**config.mk**
```make
export PLATFORM = sky130hd
export DESIGN_NAME = upower_multicycle_sequencer
export DESIGN_NICKNAME = d
export VERILOG_FILES = /design/src/rtl/upower_multicycle_sequencer.sv
export SDC_FILE = /design/constraint.sdc
export NUM_CORES = 1
export LEC_CHECK = 0
export CORE_MARGIN = 5
export CORE_UTILIZATION = 52
export DETAILED_ROUTE_END_ITERATION = 10
export HOLD_SLACK_MARGIN = 0.02
export PLACE_DENSITY_LB_ADDON = 0.15
export SLEW_MARGIN = 40
export SYNTH_ARGS = -nofsm -noshare
export SYNTH_HDL_FRONTEND = slang
export SYNTH_SLANG_ARGS = --single-unit
```
**constraint.sdc**
```tcl
create_clock -name clk -period 4.78 [get_ports clk]
set_input_delay 0.956 -clock clk [delete_from_list [all_inputs] [get_ports clk]]
set_output_delay 0.956 -clock clk [all_outputs]
set_load 0.1 [all_outputs]
```
**src/rtl/upower_multicycle_sequencer.sv**
```systemverilog
// Multi-cycle FETCH/DECODE/EXEC/MEM/WB control sequencer for the uPower datapath.
// Optional performance counters (retired_cnt, stall_cnt) are built when SEQ_PERF_CNT_EN is defined.
module upower_multicycle_sequencer #(
  parameter int unsigned MEM_TIMEOUT = 15,
  parameter int unsigned TMO_W       = 4
) (
  input  logic        clk,
  input  logic        rst_n,
  input  logic        run,
  input  logic [5:0]  opcode,
  input  logic        cond_taken,
  input  logic        mem_ack,
  output logic        mem_read,
  output logic        mem_write,
  output logic        ir_write,
  output logic        pc_write,
  output logic        pc_src,
  output logic        reg_read,
  output logic        reg_write,
  output logic        reg_dst,
  output logic        mem_to_reg,
  output logic        alu_src,
  output logic [2:0]  state,
  output logic        busy,
  output logic        retire,
`ifdef SEQ_PERF_CNT_EN
  output logic [31:0] retired_cnt,
  output logic [31:0] stall_cnt,
`endif
  output logic        mem_err
);

  typedef enum logic [2:0] {
    S_IDLE   = 3'd0,
    S_FETCH  = 3'd1,
    S_DECODE = 3'd2,
    S_EXEC   = 3'd3,
    S_MEM    = 3'd4,
    S_WB     = 3'd5,
    S_ERR    = 3'd6
  } state_e;

  typedef enum logic [2:0] {
    C_NONE  = 3'd0,
    C_XALU  = 3'd1,
    C_DALU  = 3'd2,
    C_LOAD  = 3'd3,
    C_STORE = 3'd4,
    C_BR    = 3'd5,
    C_BC    = 3'd6,
    C_ILL   = 3'd7
  } cls_e;

  state_e            state_q, state_d;
  cls_e              cls_q, op_cls;
  logic [TMO_W-1:0]  tmo_q;
  logic              wait_cyc;
  logic              tmo_exp;

  // Primary-opcode to instruction-class map
  function automatic cls_e decode_op(input logic [5:0] op);
    case (op)
      6'd31:                                decode_op = C_XALU;
      6'd14, 6'd15, 6'd24, 6'd26, 6'd28:    decode_op = C_DALU;
      6'd32, 6'd34, 6'd40, 6'd42, 6'd58:    decode_op = C_LOAD;
      6'd36, 6'd37, 6'd38, 6'd44, 6'd62:    decode_op = C_STORE;
      6'd18:                                decode_op = C_BR;
      6'd19:                                decode_op = C_BC;
      default:                              decode_op = C_ILL;
    endcase
  endfunction

  assign op_cls   = decode_op(opcode);
  assign wait_cyc = ((state_q == S_FETCH) || (state_q == S_MEM)) && !mem_ack;
  assign tmo_exp  = (tmo_q == TMO_W'(MEM_TIMEOUT - 1));

  // State, latched class and memory-wait counter
  always_ff @(posedge clk or negedge rst_n) begin
    if (!rst_n) begin
      state_q <= S_IDLE;
      cls_q   <= C_NONE;
      tmo_q   <= '0;
    end else begin
      state_q <= state_d;
      if (state_q == S_DECODE) cls_q <= op_cls;
      tmo_q <= wait_cyc ? tmo_q + TMO_W'(1) : '0;
    end
  end

  // Next state and per-cycle datapath strobes
  always_comb begin
    state_d    = state_q;
    mem_read   = 1'b0;
    mem_write  = 1'b0;
    ir_write   = 1'b0;
    pc_write   = 1'b0;
    pc_src     = 1'b0;
    reg_read   = 1'b0;
    reg_write  = 1'b0;
    reg_dst    = 1'b0;
    mem_to_reg = 1'b0;
    alu_src    = 1'b0;
    retire     = 1'b0;
    mem_err    = 1'b0;
    case (state_q)
      S_IDLE: begin
        if (run) state_d = S_FETCH;
      end
      S_FETCH: begin
        mem_read = 1'b1;
        if (mem_ack) begin
          ir_write = 1'b1;
          pc_write = 1'b1;
          state_d  = S_DECODE;
        end else if (tmo_exp) begin
          state_d = S_ERR;
        end
      end
      S_DECODE: begin
        reg_read = (op_cls != C_BR);
        case (op_cls)
          C_BR: begin
            pc_write = 1'b1;
            pc_src   = 1'b1;
            retire   = 1'b1;
            state_d  = run ? S_FETCH : S_IDLE;
          end
          C_ILL:   state_d = S_ERR;
          default: state_d = S_EXEC;
        endcase
      end
      S_EXEC: begin
        alu_src = (cls_q == C_DALU) || (cls_q == C_LOAD) || (cls_q == C_STORE);
        reg_dst = (cls_q == C_XALU);
        case (cls_q)
          C_XALU, C_DALU:  state_d = S_WB;
          C_LOAD, C_STORE: state_d = S_MEM;
          C_BC: begin
            pc_write = cond_taken;
            pc_src   = 1'b1;
            retire   = 1'b1;
            state_d  = run ? S_FETCH : S_IDLE;
          end
          default:         state_d = S_ERR;
        endcase
      end
      S_MEM: begin
        mem_read  = (cls_q == C_LOAD);
        mem_write = (cls_q == C_STORE);
        if (mem_ack) begin
          if (cls_q == C_STORE) begin
            retire  = 1'b1;
            state_d = run ? S_FETCH : S_IDLE;
          end else begin
            state_d = S_WB;
          end
        end else if (tmo_exp) begin
          state_d = S_ERR;
        end
      end
      S_WB: begin
        reg_write  = 1'b1;
        mem_to_reg = (cls_q == C_LOAD);
        reg_dst    = (cls_q == C_XALU);
        retire     = 1'b1;
        state_d    = run ? S_FETCH : S_IDLE;
      end
      S_ERR: begin
        mem_err = 1'b1;
      end
      default: state_d = S_IDLE;
    endcase
  end

  assign state = state_q;
  assign busy  = (state_q != S_IDLE) && (state_q != S_ERR);

`ifdef SEQ_PERF_CNT_EN
  // Retired-instruction and memory-stall counters, wrapping at 2^32
  always_ff @(posedge clk or negedge rst_n) begin
    if (!rst_n) begin
      retired_cnt <= '0;
      stall_cnt   <= '0;
    end else begin
      if (retire)   retired_cnt <= retired_cnt + 32'd1;
      if (wait_cyc) stall_cnt   <= stall_cnt + 32'd1;
    end
  end
`endif

endmodule

```
==> results.sh <==
export IMPL_clkTransAtPathRegs_ns=0.06
export IMPL_drtIter0Drc=35
export IMPL_ir_drop_mv=0.449
export IMPL_dpl_cell_area_um2=1250
export IMPL_final_area_um2=1280
export IMPL_ys_ff_latch=10
export IMPL_cts_htree_levels=1
export IMPL_coreArea_um2=1920
export IMPL_synth_warnings=0
export IMPL_path_cells="clkdlybuf4s50_1 > inv_1 > ha_1 > or3b_4 > a21oi_4 > nand3_2 > or3_1 > nand2_1 > buf_12"
export IMPL_syn2layout_area_growth_pct=24.5
export IMPL_syn_inst=134
export IMPL_hp_class="register to register"
export IMPL_hold_path_depth=1
export IMPL_grt_use_total_pct=18.8
export IMPL_io_buffer_count=26
export IMPL_synth_async_sr_flop_share_pct=100
export IMPL_mostFrequentLayoutCells="nand2_1 (14), nor2_1 (11), buf_2 (11), dfrtp_1 (10), clkdlybuf4s50_1 (10)"
export IMPL_fin_crit_sh_pct=86.0
export IMPL_die_area_um2=2970
export IMPL_antenna_found_initial=0
export IMPL_io_pins=27
export IMPL_fmax_ghz=0.243
export IMPL_drv_cap=0
export IMPL_via_count=992
export IMPL_cts_root_buf="clkbuf_4"
export IMPL_synth_edf_count=0
export IMPL_synth_area_per_cell_um2=7.69
export IMPL_clock_sinks=10
export IMPL_cts_max_path_buffers=2
export IMPL_post_route_min_period_ns=4.11
export IMPL_synth_nets=152
export IMPL_slew_violations=0
export IMPL_synth_top_flop_cell="dfrtp_1"
export IMPL_synth_top_area_cell="dfrtp_1"
export IMPL_synth_top_area_share_pct=24.3
export IMPL_vias_per_cell=5.48
export IMPL_synth_area_leaders="dfrtp_1 (24%), ha_1 (8.5%), nand2_1 (5.1%), nor2b_1 (4.9%), o21ai_0 (4.4%)"
export IMPL_p_leak_nw=0.597
export IMPL_worstMarginPinSlew_ns=0.507
export IMPL_ys_seq_area_share_pct=24.3
export IMPL_startpoint_type="primary input"
export IMPL_cts_buffers=3
export IMPL_dr_pass1_iters=4
export IMPL_crit_cells=9
export IMPL_globalRouteOverflowTotal=0
export IMPL_crit_slowest_cell="clkdlybuf4s50_1"
export IMPL_fin_nets=173
export IMPL_routedWlPerCell_um=13.0
export IMPL_setup_tns_ns=0
export IMPL_place_inst=177
export IMPL_routed_wl_um=2350
export IMPL_antenna_cells=0
export IMPL_hold_buffers=0
export IMPL_critPathTopFamily="simple AND/OR/NAND/NOR gates"
export IMPL_crit_buf_inv=3
export IMPL_drcViolationCount=0
export IMPL_grt_max_degree=18
export IMPL_rows=16
export IMPL_fp_dieW_um=54.5
export IMPL_grt_pass1_wl_um=4080
export IMPL_powerDensity_nw_per_um2=650
export IMPL_crit_fanout=6
export IMPL_clock_latency_ns=0.26
export IMPL_cts_resized=0
export IMPL_finalClockSkew_ns=0.00682
export IMPL_rsz0062_at_grt="false"
export IMPL_hpwl_um=1840
export IMPL_grt_pass1_vias=908
export IMPL_crit_required_ns=3.82
export IMPL_die_h_um=54.5
export IMPL_gp_congestion=0.859
export IMPL_ant_nets=0
export IMPL_final_common_cell="nand2_1"
export IMPL_finalSetupViolCount=0
export IMPL_critPathKind="primary input to primary output"
export IMPL_synth_area_um2=1030
export IMPL_status="finished, final reports clean"
export IMPL_slew_headroom_pct=66.0
export IMPL_post_cts_setup_buffers=0
export IMPL_endpoint_kind="primary output"
export IMPL_fin_util_pct=66.8
export IMPL_start_util_pct=53.6
export IMPL_synth_cell_types=43
export IMPL_slowest_delay_ns=0.51
export IMPL_fin_cells=181
export IMPL_worst_r2r_cell_count=4
export IMPL_drive_above_1_share_pct=15.6
export IMPL_cts_tree="done"
export IMPL_hold_viol=0
export IMPL_crit_arrival_ns=3.15
## worst register-to-register path, cell delays in order (launching register included)
cell	delay [ns]
dfrtp_1	0.59
nor2b_1	0.34
nand2b_1	0.23
a31oi_1	0.29
o21bai_1	0.15
## worst paths after layout
check,from,endpoint,slack (ns)
worst min-delay path,tmo_q[0],tmo_q[0],0.49
min in group asynchronous,rst_n,state[0],0.99
max in group asynchronous,rst_n,cls_q[0],3.49
worst min register to register,tmo_q[0],tmo_q[0],0.49
worst max register to register,state[1],state[1],3.10
worst max-delay path,opcode[0],pc_write,0.67
## where the power goes
group          internal [W]  switching (W)  total [W]  leakage, nW
clock             0.0000462      0.0000270  0.0000731       0.0210
sequential         0.000114      0.0000731   0.000187        0.127
combinational      0.000153       0.000422   0.000575        0.448
## final cells by class
class | instances | area (um^2)
Inverter | 4 | 15.0
Fill cell | 162 | 638
Timing Repair Buffer | 26 | 230
Tap cell | 27 | 33.8
Multi-Input combinational cell | 110 | 718
Clock buffer | 4 | 36.3
Sequential cell | 10 | 250
## cells in the mapped netlist, types with 2 or more instances
cell / count
nor2_1: 11
dfrtp_1: 10
inv_1: 4
a21o_1: 2
nor3b_1: 2
a31oi_1: 3
buf_2: 2
nand2b_1: 7
nor3_1: 3
or3_1: 2
clkbuf_1: 6
nand3b_1: 3
and3b_1: 2
a21oi_1: 6
nor2b_1: 8
nand2_1: 14
o21ai_0: 9
ha_1: 7
nand3_1: 5
and2_1: 4
mux2i_1: 2
## through the flow
stage	setup slack, ns	total power [W]	hold slack (ns)
2_1_floorplan	0.0380	0.000648	0.454
3_3_place_gp	0.792	0.000784	0.474
3_5_place_dp	0.705	0.000763	0.478
4_1_cts	0.686	0.000839	0.486
5_1_grt	0.545	0.000892	0.525
6_report	0.670	0.000835	0.488
## sequential cells by signal, indices dropped and copies added (netlist names)
| signal | count |
|---|---|
| cls_q | 3 |
| state | 3 |
| tmo_q | 4 |
## logic make-up after synthesis
group	synth area share, %
fa+ha+maj	8.49
flops	24.3
simple gates	35.6
xor+xnor	1.70
mux	3.03
buf+inv	6.07
compound gates	20.9
## metal layers
metal	vias to the layer above	track usage (%)	wire length, um
met3	2	3.00	114
met2	30	30.9	1160
met5	-	0	0
met1	449	24.3	1060
li1	511	-	-
met4	0	7.47	12
(Power assumes the default switching activity.)
